$ cat config.mk
export PLATFORM = sky130hd
export DESIGN_NAME = spi_slave
export DESIGN_NICKNAME = d
export VERILOG_FILES = /design/src/rtl/spi_slave_pkg.sv /design/src/rtl/spi_sync.sv /design/src/rtl/spi_slave.sv
export SDC_FILE = /design/constraint.sdc
export NUM_CORES = 1
export LEC_CHECK = 0
export CORE_ASPECT_RATIO = 0.5
export CORE_MARGIN = 4
export CORE_UTILIZATION = 48
export DETAILED_ROUTE_END_ITERATION = 16
export GPL_TIMING_DRIVEN = 0
export PLACE_DENSITY_LB_ADDON = 0.12
export REMOVE_ABC_BUFFERS = 1
export SLEW_MARGIN = 20
export SYNTH_ARGS = -nofsm -noshare
export SYNTH_HDL_FRONTEND = slang
export SYNTH_SLANG_ARGS = --single-unit
$ cat constraint.sdc
create_clock -name clk -period 1.4 [get_ports clk]
set_input_delay 0.28 -clock clk [delete_from_list [all_inputs] [get_ports clk]]
set_output_delay 0.28 -clock clk [all_outputs]
set_load 0.005 [all_outputs]
$ cat src/rtl/spi_slave_pkg.sv
// Shared types and constants for the SPI responder: FSM states and the
// index map of the synchronised SPI inputs.
package spi_slave_pkg;

  typedef enum logic {
    ST_IDLE   = 1'b0,
    ST_ACTIVE = 1'b1
  } spi_state_e;

  localparam int SYNC_N    = 3;
  localparam int SYNC_SCLK = 0;
  localparam int SYNC_CS   = 1;
  localparam int SYNC_MOSI = 2;

  // Reset value for each synchroniser lane, chosen so reset never looks like an edge.
  function automatic logic sync_rst_val(input int idx, input int cpol);
    if (idx == SYNC_CS)   return 1'b1;
    if (idx == SYNC_SCLK) return (cpol != 0);
    return 1'b0;
  endfunction

endpackage

$ cat src/rtl/spi_sync.sv
// 2-FF synchroniser for one asynchronous input, plus a registered copy of
// the synchronised value for edge detection.
module spi_sync #(
  parameter logic RST_VAL = 1'b0
) (
  input  logic clk,
  input  logic rst_n,
  input  logic din,
  output logic dout,
  output logic dprev
);

  logic meta;

  always_ff @(posedge clk or negedge rst_n) begin
    if (!rst_n) begin
      meta  <= RST_VAL;
      dout  <= RST_VAL;
      dprev <= RST_VAL;
    end else begin
      meta  <= din;
      dout  <= meta;
      dprev <= dout;
    end
  end

endmodule

$ cat src/rtl/spi_slave.sv
// SPI responder: oversamples SCLK/CS_N/MOSI in the clk domain, deserialises
// MOSI into words and serialises a 1-entry buffered TX word onto MISO.
module spi_slave import spi_slave_pkg::*; #(
  parameter int                DATA_W     = 8,
  parameter int                CPOL       = 0,
  parameter int                CPHA       = 0,
  parameter int                MSB_FIRST  = 1,
  parameter logic [DATA_W-1:0] DEFAULT_TX = '1
) (
  input  logic              clk,
  input  logic              rst_n,
  input  logic              sclk,
  input  logic              cs_n,
  input  logic              mosi,
  output logic              miso,
  output logic              miso_oe,
  input  logic [DATA_W-1:0] tx_data,
  input  logic              tx_valid,
  output logic              tx_ready,
  output logic [DATA_W-1:0] rx_data,
  output logic              rx_valid,
  output logic              tx_underrun,
  output logic              busy
);

  localparam int   CNT_W    = (DATA_W > 1) ? $clog2(DATA_W) : 1;
  localparam int   OUT_BIT  = (MSB_FIRST != 0) ? DATA_W - 1 : 0;
  localparam logic IDLE_LVL = (CPOL != 0);

  // Reset asserts asynchronously but releases on a clk edge.
  logic rst_q1, rst_s_n;
  always_ff @(posedge clk or negedge rst_n) begin
    if (!rst_n) {rst_s_n, rst_q1} <= 2'b00;
    else        {rst_s_n, rst_q1} <= {rst_q1, 1'b1};
  end

  logic [SYNC_N-1:0] raw, syn, prv;
  assign raw = {mosi, cs_n, sclk};

  for (genvar i = 0; i < SYNC_N; i++) begin : g_sync
    spi_sync #(.RST_VAL(sync_rst_val(i, CPOL))) u_sync (
      .clk   (clk),
      .rst_n (rst_s_n),
      .din   (raw[i]),
      .dout  (syn[i]),
      .dprev (prv[i])
    );
  end

  logic unused_mosi_prev;
  assign unused_mosi_prev = prv[SYNC_MOSI];

  spi_state_e state, state_nxt;
  logic              cs_fall, cs_rise, lead, trail, in_word;
  logic              sample, shft, word_start, shift_adv;
  logic [CNT_W-1:0]  bit_cnt;
  logic [DATA_W-1:0] tx_sr, rx_sr, rx_nxt, tx_buf;
  logic              buf_full;

  assign cs_fall = prv[SYNC_CS] & ~syn[SYNC_CS];
  assign cs_rise = ~prv[SYNC_CS] & syn[SYNC_CS];
  assign lead    = (prv[SYNC_SCLK] == IDLE_LVL) && (syn[SYNC_SCLK] != IDLE_LVL);
  assign trail   = (prv[SYNC_SCLK] != IDLE_LVL) && (syn[SYNC_SCLK] == IDLE_LVL);
  assign in_word = (state == ST_ACTIVE) && !cs_rise;
  assign sample  = in_word && ((CPHA != 0) ? trail : lead);
  assign shft    = in_word && ((CPHA != 0) ? lead : trail);

  // A shift edge seen with bit_cnt==0 is always a word boundary: in CPHA=0
  // it is the trailing edge after the last sample, in CPHA=1 the first edge.
  assign word_start = ((CPHA == 0) && (state == ST_IDLE) && cs_fall) ||
                      (shft && (bit_cnt == '0));
  assign shift_adv  = shft && (bit_cnt != '0);

  always_ff @(posedge clk or negedge rst_s_n) begin
    if (!rst_s_n) state <= ST_IDLE;
    else          state <= state_nxt;
  end

  always_comb begin
    state_nxt = state;
    case (state)
      ST_IDLE:   if (cs_fall) state_nxt = ST_ACTIVE;
      ST_ACTIVE: if (cs_rise) state_nxt = ST_IDLE;
      default:   state_nxt = ST_IDLE;
    endcase
  end

  always_comb begin
    rx_nxt = rx_sr;
    if (MSB_FIRST != 0) rx_nxt = {rx_sr[DATA_W-2:0], syn[SYNC_MOSI]};
    else                rx_nxt = {syn[SYNC_MOSI], rx_sr[DATA_W-1:1]};
  end

  always_ff @(posedge clk or negedge rst_s_n) begin
    if (!rst_s_n) begin
      bit_cnt     <= '0;
      tx_sr       <= '0;
      rx_sr       <= '0;
      tx_buf      <= '0;
      buf_full    <= 1'b0;
      rx_data     <= '0;
      rx_valid    <= 1'b0;
      tx_underrun <= 1'b0;
    end else begin
      rx_valid    <= 1'b0;
      tx_underrun <= 1'b0;
      if (tx_valid && !buf_full) begin
        tx_buf   <= tx_data;
        buf_full <= 1'b1;
      end
      if (cs_rise && (state == ST_ACTIVE)) begin
        bit_cnt <= '0;
        tx_sr   <= '0;
        rx_sr   <= '0;
      end else begin
        if (word_start) begin
          if (buf_full) begin
            tx_sr    <= tx_buf;
            buf_full <= 1'b0;
          end else begin
            tx_sr       <= DEFAULT_TX;
            tx_underrun <= 1'b1;
          end
        end else if (shift_adv) begin
          tx_sr <= (MSB_FIRST != 0) ? (tx_sr << 1) : (tx_sr >> 1);
        end
        if (sample) begin
          rx_sr <= rx_nxt;
          if (bit_cnt == CNT_W'(DATA_W - 1)) begin
            bit_cnt  <= '0;
            rx_data  <= rx_nxt;
            rx_valid <= 1'b1;
          end else begin
            bit_cnt <= bit_cnt + 1'b1;
          end
        end
      end
    end
  end

  assign busy     = (state == ST_ACTIVE);
  assign miso_oe  = busy;
  assign miso     = miso_oe & tx_sr[OUT_BIT];
  assign tx_ready = ~buf_full;

endmodule
======== After elaboration in Yosys (flattened, before gate mapping) ========
Index checks and enable logic that the tools add are counted.
storage, ports and cells
  register bits after elaboration ......... 48
  bits of input ports ..................... 14
  logic and storage cells ................. 71
operators by class
  $add $sub $neg .......................... 1
  eq/ne operators ......................... 1
  mux-type cells .......................... 22
  bitwise gates (word level) .............. 10
  reduce and logical (&&, ||, !) cells .... 18
operator list
  kind                                         number
  2-to-1 mux 8 bit                             4
  2-to-1 mux 7 bit                             2
  2-to-1 mux 1 bit                             12
  logical AND 1 bit                            10
  2-to-1 mux 3 bit                             3
  NOT 1 bit                                    7
  nonzero test 3 bit                           2
  adder 3 x 1 -> 3 bit, second input constant  1
  bitwise AND 1 bit                            3
  == test 3 bit, second input constant         1
  zero test 3 bit                              1
  AND reduction 3 bit                          1
  zero test 1 bit                              2
  case mux 1 bit (2 select lines)              1
  nonzero test 2 bit                           1
  logical OR 1 bit                             1

======== Logic depth before layout (Yosys ltp) ========
Gate-level depths: netlist (run 1).
  depth in word-level cells ............... 9
  depth in mapped cells ................... 6
  mapped depth without buffers ............ 5

======== Cells and area by module ========
From an unflattened synthesis (run 1), not the netlist that was laid out.
unflattened totals
  cell total of the unflattened synthesis .. 163
  area, all modules ....................... 2021.9 µm²
by module, submodules not included
  module                            times used  cells each  area each (µm²)  seq. area each (µm²)
  spi_slave                         1           154         1793.0           1001.0
  spi_sync at g_sync[0].u_sync ...  2           3           75.1             75.1
  spi_sync at g_sync[1].u_sync      1           3           78.8             78.8

======== Least setup slack after synthesis (run 1) ========
Ideal clock, no wire load.
  path kind ............................... register -> register
  start ................................... register g_sync[1].u_sync.dprev
  end ..................................... register rx_data[0]
  setup time .............................. 125 ps
  arrival ................................. 1337 ps
  slack ................................... -62 ps
  cell stages (with the launch flop) ...... 5
  buffers on the path ..................... 0
  cell sequence ........................... dfstp_2 nand2b_4 and4b_4 nand2_8 mux2_4
between the ends
  word-level cells in the longest chain between the ends .. 6
  elaborated cells on any way between the ends .. 8
  those cells by class .................... 3 x bitwise; 5 x reduce/logical
ends and longest elaborated chain
  what                                    line              RTL
  from (decl)                             spi_sync.sv:10    output logic dprev
  from (signal assigned)                  spi_sync.sv:23    dprev <= dout;
  NOT 1 bit *                             spi_slave.sv:61   assign cs_rise = ~prv[SYNC_CS] & syn[SYNC_CS];
  bitwise AND 1 bit *                     spi_slave.sv:61
  zero test 1 bit                         spi_slave.sv:64   assign in_word = (state == ST_ACTIVE) && !cs_rise;
  logical AND 1 bit                       spi_slave.sv:64
  logical AND 1 bit                       spi_slave.sv:65   assign sample = in_word && ((CPHA != 0) ? trail : lead);
  AND reduction 3 bit (no source line) *  --
  to (signal assigned)                    spi_slave.sv:131  rx_data <= rx_nxt;
  to (decl)                               spi_slave.sv:20   output logic [DATA_W-1:0] rx_data,
Every way passes the cells marked *; elsewhere a longest branch is shown, timed or not.
A chain may end at the register's enable or synchronous reset.

======== Worst setup path after layout (run 1) ========
  start ................................... register state, in the netlist busy
  end ..................................... register buf_full
between the ends
  word-level cells in the longest chain between the ends .. 6
  elaborated cells on any way between the ends .. 9
  those cells by class .................... 2 x mux; 1 x bitwise; 6 x reduce/logical
ends and longest elaborated chain
  what                    line              RTL
  from (decl)             spi_slave.sv:53   spi_state_e state, state_nxt;
  from (signal assigned)  spi_slave.sv:76   else state <= state_nxt;
  logical AND 1 bit       spi_slave.sv:64
  logical AND 1 bit       spi_slave.sv:66   assign shft = in_word && ((CPHA != 0) ? lead : trail);
  logical AND 1 bit       spi_slave.sv:71   (shft && (bit_cnt == '0));
  logical OR 1 bit        spi_slave.sv:70   assign word_start = ((CPHA == 0) && (state == ST_IDLE) && cs_fall) ||
  2-to-1 mux 1 bit        spi_slave.sv:116  if (word_start) begin
  2-to-1 mux 1 bit *      spi_slave.sv:111  if (cs_rise && (state == ST_ACTIVE)) begin
  to (signal assigned)    spi_slave.sv:100  buf_full <= 1'b0;
  to (signal assigned)    spi_slave.sv:109  buf_full <= 1'b1;
  to (signal assigned)    spi_slave.sv:119  buf_full <= 1'b0;
  to (decl)               spi_slave.sv:58   logic buf_full;
Marks and branches as above.

==> results of run 1 <==
per-stage QoR:
step | TNS [ns] | hold WS, ns | total power, mW | instances
floorplan | -3.322 | -0.01559 | 2.453 | 149
global placement | -31.63 | 0.3327 | 2.684 | 230
detailed placement | -8.303 | 0.2344 | 2.717 | 231
CTS | -1.637 | 0.1186 | 4.007 | 263
global route | -3.854 | 0.1132 | 4.343 | 268
finish | -2.177 | 0.1330 | 4.106 | 268
report_power, final:
group          internal (mW)  total, mW  switching [mW]
registers               1.68       1.88           0.197
logic                  0.656       1.13           0.474
clock network          0.631       1.10           0.467
total                   2.97       4.11            1.14
cell families after synthesis:
family,Yosys count,synth area share [%]
other,1,0.1826
AO/OA/AOI/OAI,20,7.373
multiplexers,23,13.65
adder cells (fa/ha/maj),3,1.828
AND/OR/NAND/NOR,48,14.38
flip-flops,48,58.68
buffers and inverters,13,3.899
state kept, by name (all words and copies together) (netlist names), 2 cells and up:
signal               cells
rx_data                  8
tx_buf                   8
tx_sr                    8
rx_sr                    7
bit_cnt                  3
g_sync.u_sync.dout       3
g_sync.u_sync.meta       3
g_sync.u_sync.dprev      2
path summary, 6_finish.rpt:
check | start | to | slack, ns | depth (start not counted)
setup / recovery | busy | buf_full | -0.13 | 9
hold / removal | rst_n | rst_q1 | 0.13 | 1
setup reg to reg | busy | buf_full | -0.13 | 9
hold reg to reg | rst_s_n | tx_buf[7] | 0.22 | 0
max in group asynchronous | rst_s_n | g_sync[1].u_sync.dprev | 0.60 | 1
min in group clk | g_sync[0].u_sync.meta | g_sync[0].u_sync.dout | 0.35 | 0
final cells by class:
type                       instances  share of cell area (%)
clock buffer                       7                   3.329
multi-input combinational         96                   31.09
sequential                        48                   41.76
clock inverter                     1                   1.038
tap                               54                   2.335
timing repair buffer              56                   19.67
inverter                           6                  0.7782
Yosys cell counts, drive strengths merged:
library cell  count  area, um^2
dfrtp            45        1126
nor3              1       5.000
nor2b             2       12.51
a31oi             1       21.27
nand2            20       91.34
nand2b            8       57.55
inv               6       22.52
ha                3       37.54
mux2i             7       70.07
o2bb2ai           4       35.03
and2              1       6.260
nor3b             1       18.77
o21bai            1       7.510
o21ai             4       20.01
dfstp             3       78.83
o31ai             2       20.02
a21o              1       8.760
nor2              2       7.510
a21oi             7       38.79
nand3             9       45.04
or3               1       6.260
conb              1       3.750
nand4b            1       23.77
and4b             1       13.76
buf               6       53.79
clkbuf            1       3.750
and3              1       7.510
mux2             16       210.2
metal layers:
metal  vias up  wire, um  track usage, %
li1        648         -               -
met1       671      1903           20.05
met2        28      1820           27.08
met3        12       188           5.216
met4         0       107           6.040
met5         -         0               0
what timing repair did:
action | in CTS | in global routing
resized for setup | 38 | 26
cloned | 2 | 1
buffers inserted | 22 | 6
pin swaps | 11 | 14
setup endpoints to repair | 41 | 37
==> parameters.txt, run 1 <==
Parameter                              Value

Die
  Core area ... 0.004004 mm^2
  DIE AREA ... 0.005451 mm^2
  Top-level port count ... 28
  Die width ... 100.5 um
  Floorplan die height ... 54.25 um
  Initial Utilization ... 51.28%
  Floorplan row count ... 16

Finish
  Area of the multi-input gates ... 899.6 um^2
  Final Core Density ... 72.28%
  Area grow syn2layout ... 40.95%
  Layout fillers ... 291
  Most frequent cells in the layout ... sky130_fd_sc_hd__dfrtp_1, sky130_fd_sc_hd__buf_4, sky130_fd_sc_hd__nand2_1, sky130_fd_sc_hd__clkdlybuf4s50_1, sky130_fd_sc_hd__dlygate4sd2_1
  Final design area excluding fillers ... 0.002894 mm^2
  Leading cell type in the layout, fill and taps excluded ... sky130_fd_sc_hd__dfrtp_1
  Area used by sequential logic in the layout ... 0.001209 mm^2
  Share of cells above drive strength 1 ... 43.93%
  Total number of nets in the final design ... 230
  Final antenna diode count ... 0

Critical path
  Worst endpoint data arrival time ... 1.72 ns
  Maximum fanout count along the critical path ... 5
  Slowest cell delay on critical path ... 0.42 ns
  Cells along the critical path ... buf_6 -> buf_6 -> nor3b_4 -> buf_6 -> buf_12 -> a21oi_4 -> buf_6 -> nor2_2 -> o21bai_1
  Kind of cell adding the most delay to the critical path ... buffers and inverters
  Critical path start-end classification ... register to register
  Critical path data required time ... 1.59 ns
  Startpoint type of the worst setup path ... register
  Worst Path Buf+Inv ... 5
  Critical-path top delay cell ... sky130_fd_sc_hd__dfrtp_2
  Cell with the most instances on the worst path ... sky130_fd_sc_hd__buf_6
  Critical Path Sink Type ... register

Placed design
  Final RePlAce weighted congestion ... 0.7186
  Cell area after placement ... 0.002355 mm^2
  Setup slack after placement ... -0.4459 ns
  Half-perimeter wire length after detailed placement ... 2.238 mm
  Count of buffers inserted at the top-level ports ... 27

CTS
  Clock latency reported for the late side of the worst-skew pair ... 0.30 ns
  Number of H-tree levels ... 2
  Bufs on Longest Clock Path ... 2
  Clock edge transition at the registers on the reported setup and hold paths ... 0.09 ns
  Clock buffers created by TritonCTS ... 5
  Cell at the root of the clock tree ... sky130_fd_sc_hd__clkbuf_8
  Total clock sinks ... 48
  CTS hold repair buffers ... 0
  TritonCTS clock tree ... yes

Pwr
  Worst ir drop on vdd ... 0.9267 mV
  Static Leak ... 1.400 nW
  Power per unit of standard cell area ... 1419 mW/mm^2

Synthesis
  Netlist area before placement ... 0.002053 mm^2
  Ys Warns ... 0
  Gate Count Post-Synth ... 156
  Sequential cell area fraction in the yosys report ... 58.68%
  Number of storage elements in the synthesis netlist ... 48
  Library cells used by synthesis ... 36
  Mapped Avg Cell Area ... 13.16 um^2

Run status
  Violated checks ... negative setup slack
  Run status ... finished, violations left

Route
  Antenna viol nets, final ... 0
  Wire length per cell after detailed routing ... 15.00 um
  Total Wirelength ... 4.020 mm
  Number of detailed-routing iterations run before antenna repair ... 3
  Vias after detailed routing ... 1359
  Count of unresolved DRC violations after routing ... 0
  Number of DRC markers in iteration 0 ... 32
  Drt via density ... 5.071

Timing
  RSZ-0062 raised after global routing ... true
  Number of max-slew violations in the final report ... 0
  Fmax ... 653.4 MHz
  Total of endpoints with negative setup slack in the final report ... 26
  Final number of hold-violating endpoints ... 0
  Worst setup margin ... -0.1304 ns
  Final min period ... 1.530 ns
  Worst clock skew on the final layout ... 0.005688 ns
  Share of the clock period used by the worst path ... 109.3%

Global route
  Largest net degree at the start of global routing ... 28
  Congestion Overflow GR ... 0
  Vias in the first global route ... 1372
  First-pass GRT wire length ... 6.555 mm
  Global Route Usage Sum ... 16.14%
  Initial antenna violation count ... 0

Run
  Number of max-capacitance violations reported ... 0

Worst hold path
  Min-Delay Path Class ... input port to async pin
(Power assumes the default switching activity.)
==> run 2, diff against run 1 <==
--- a/config.mk
+++ b/config.mk
@@ -7,7 +7,7 @@
 export LEC_CHECK = 0
 export CORE_ASPECT_RATIO = 0.5
 export CORE_MARGIN = 4
-export CORE_UTILIZATION = 48
+export CORE_UTILIZATION = 40
 export DETAILED_ROUTE_END_ITERATION = 16
 export GPL_TIMING_DRIVEN = 0
 export PLACE_DENSITY_LB_ADDON = 0.12
==> parameters.txt, run 2 (synthesis gave the netlist of run 1 again) <==
Parameter                              Value

Run status
  Run status ... finished, violations left
  Violated checks ... negative setup slack

Global route
  Vias in the first global route ... 1384
  Largest net degree at the start of global routing ... 28
  First-pass GRT wire length ... 6.900 mm
  Congestion Overflow GR ... 0
  Global Route Usage Sum ... 14.39%
  Initial antenna violation count ... 0

CTS
  TritonCTS clock tree ... yes
  CTS hold repair buffers ... 0
  Clock latency reported for the late side of the worst-skew pair ... 0.31 ns
  Cell at the root of the clock tree ... sky130_fd_sc_hd__clkbuf_8
  Number of H-tree levels ... 2
  Bufs on Longest Clock Path ... 2
  Clock edge transition at the registers on the reported setup and hold paths ... 0.09 ns
  Total clock sinks ... 48
  Clock buffers created by TritonCTS ... 5

Finish
  Most frequent cells in the layout ... sky130_fd_sc_hd__dfrtp_1, sky130_fd_sc_hd__buf_4, sky130_fd_sc_hd__clkdlybuf4s50_1, sky130_fd_sc_hd__buf_6, sky130_fd_sc_hd__dlygate4sd2_1
  Leading cell type in the layout, fill and taps excluded ... sky130_fd_sc_hd__dfrtp_1
  Final Core Density ... 61.31%
  Area grow syn2layout ... 47.29%
  Final antenna diode count ... 0
  Leading registers by flop count ... rx_data: 8 flops, tx_buf: 8 flops, tx_sr: 8 flops
  Total number of nets in the final design ... 231
  Share of cells above drive strength 1 ... 50.47%

Pwr
  Worst ir drop on vdd ... 0.9033 mV
  Static Leak ... 1.500 nW
  Power per unit of standard cell area ... 1411 mW/mm^2

Critical path
  Worst endpoint data arrival time ... 1.74 ns
  Maximum fanout count along the critical path ... 9
  Minimum setup slack among reg-to-reg paths ... -0.14 ns
  Startpoint type of the worst setup path ... register
  Critical register-to-register path endpoint ... rx_data[1]
  Number of cells on the worst reg-to-reg path ... 4
  Worst reg2reg startpoint ... g_sync[1].u_sync.dprev
  Critical Path Sink Type ... register
  Critical path start-end classification ... register to register
  Critical path data required time ... 1.60 ns

Timing
  Transition at the pin with the smallest max-transition slack ... 0.6465 ns
  Share of the clock period used by the worst path ... 110.1%
  RSZ-0062 raised after global routing ... true
  Worst setup margin ... -0.1417 ns
  Final number of hold-violating endpoints ... 0
  Remaining max-slew budget at the tightest pin ... 56.90%
  Worst clock skew on the final layout ... 0.009862 ns
  Final hold slack ... 0.1327 ns
  Final min period ... 1.542 ns
  Fmax ... 648.6 MHz
  Number of max-slew violations in the final report ... 0
  Total of endpoints with negative setup slack in the final report ... 29

Placed design
  Count of buffers inserted at the top-level ports ... 27
  Half-perimeter wire length after detailed placement ... 2.327 mm
  Final RePlAce weighted congestion ... 0.6948

Route
  Count of unresolved DRC violations after routing ... 0
  Drt via density ... 4.831
  Total Wirelength ... 4.284 mm
  Vias after detailed routing ... 1372
  Wire length per cell after detailed routing ... 15.08 um
  Number of DRC markers in iteration 0 ... 33
  Number of detailed-routing iterations run before antenna repair ... 4
  Antenna viol nets, final ... 0

Die
  Die width ... 109.3 um
  Initial Utilization ... 41.63%
  Top-level port count ... 28
  DIE AREA ... 0.006413 mm^2
  Floorplan row count ... 18
  Floorplan die height ... 58.66 um
  Core area ... 0.004932 mm^2

Run
  Number of max-capacitance violations reported ... 0

Worst hold path
  Min-Delay Path Class ... input port to async pin
==> run 2: through the flow <==
step	std cells	power, mW	cell area (um^2)	TNS, ns	worst slack, ns
after floorplan	149	2.453	1996	-3.322	-0.1399
after global placement	246	2.691	2354	-34.49	-0.5938
after detailed placement	247	2.739	2382	-8.794	-0.4473
after CTS	278	4.116	2805	-1.745	-0.1161
after global routing	284	4.523	3024	-3.611	-0.1633
final	284	4.268	3024	-2.574	-0.1417
==> run 2: how the worst max path moves through the flow <==
stage                           start         end  slack [ns]  cells after the start
2_1_floorplan                    busy    tx_sr[1]       -0.14                      4
3_3_place_gp                  rst_s_n  rx_data[3]       -0.59                      0
3_5_place_dp                 tx_valid   tx_buf[7]       -0.45                      3
4_1_cts        g_sync[1].u_sync.dprev  rx_data[5]       -0.12                      4
5_1_grt        g_sync[1].u_sync.dprev  rx_data[2]       -0.16                      4
6_report       g_sync[1].u_sync.dprev  rx_data[1]       -0.14                      4
==> run 2: repair_timing <==
| action | CTS | global route |
|---|---|---|
| pin swaps | 13 | 18 |
| endpoints found under the setup margin | 45 | 37 |
| hold endpoints to repair | 0 | 0 |
| buffers inserted | 22 | 5 |
| cloned | 2 | 1 |
| gates resized for setup | 41 | 48 |
==> run 2: cell type report <==
type	instances	area [um^2]
fill	383	1908
timing repair buffer	57	585.6
inverter	6	22.52
clock inverter	2	60.06
tap	70	87.58
sequential	48	1209
clock buffer	5	68.82
multi-input combinational	96	991.0
==> run 2: report_power, final <==
part / internal, mW / total [mW] / leakage [nW] / switching (mW)
clock: 0.703 / 1.17 / 0.0642 / 0.465
sequential: 1.68 / 1.90 / 0.605 / 0.220
combinational: 0.682 / 1.20 / 0.831 / 0.517
==> run 2: metal layers <==
metal	GRT usage, %	vias to the layer above	share of wire, %
met4	4.796	0	1.3
met2	23.33	22	48
met1	18.70	692	47
met3	4.272	7	4.0
met5	0	-	0
li1	-	651	-
==> run 2: critical path, cell delays in order (launching register included) <==
cell,delay (ns)
sky130_fd_sc_hd__dfstp_2,0.56
sky130_fd_sc_hd__nand2b_4,0.15
sky130_fd_sc_hd__and4b_4,0.30
sky130_fd_sc_hd__nand2_8,0.11
sky130_fd_sc_hd__mux2_4,0.31
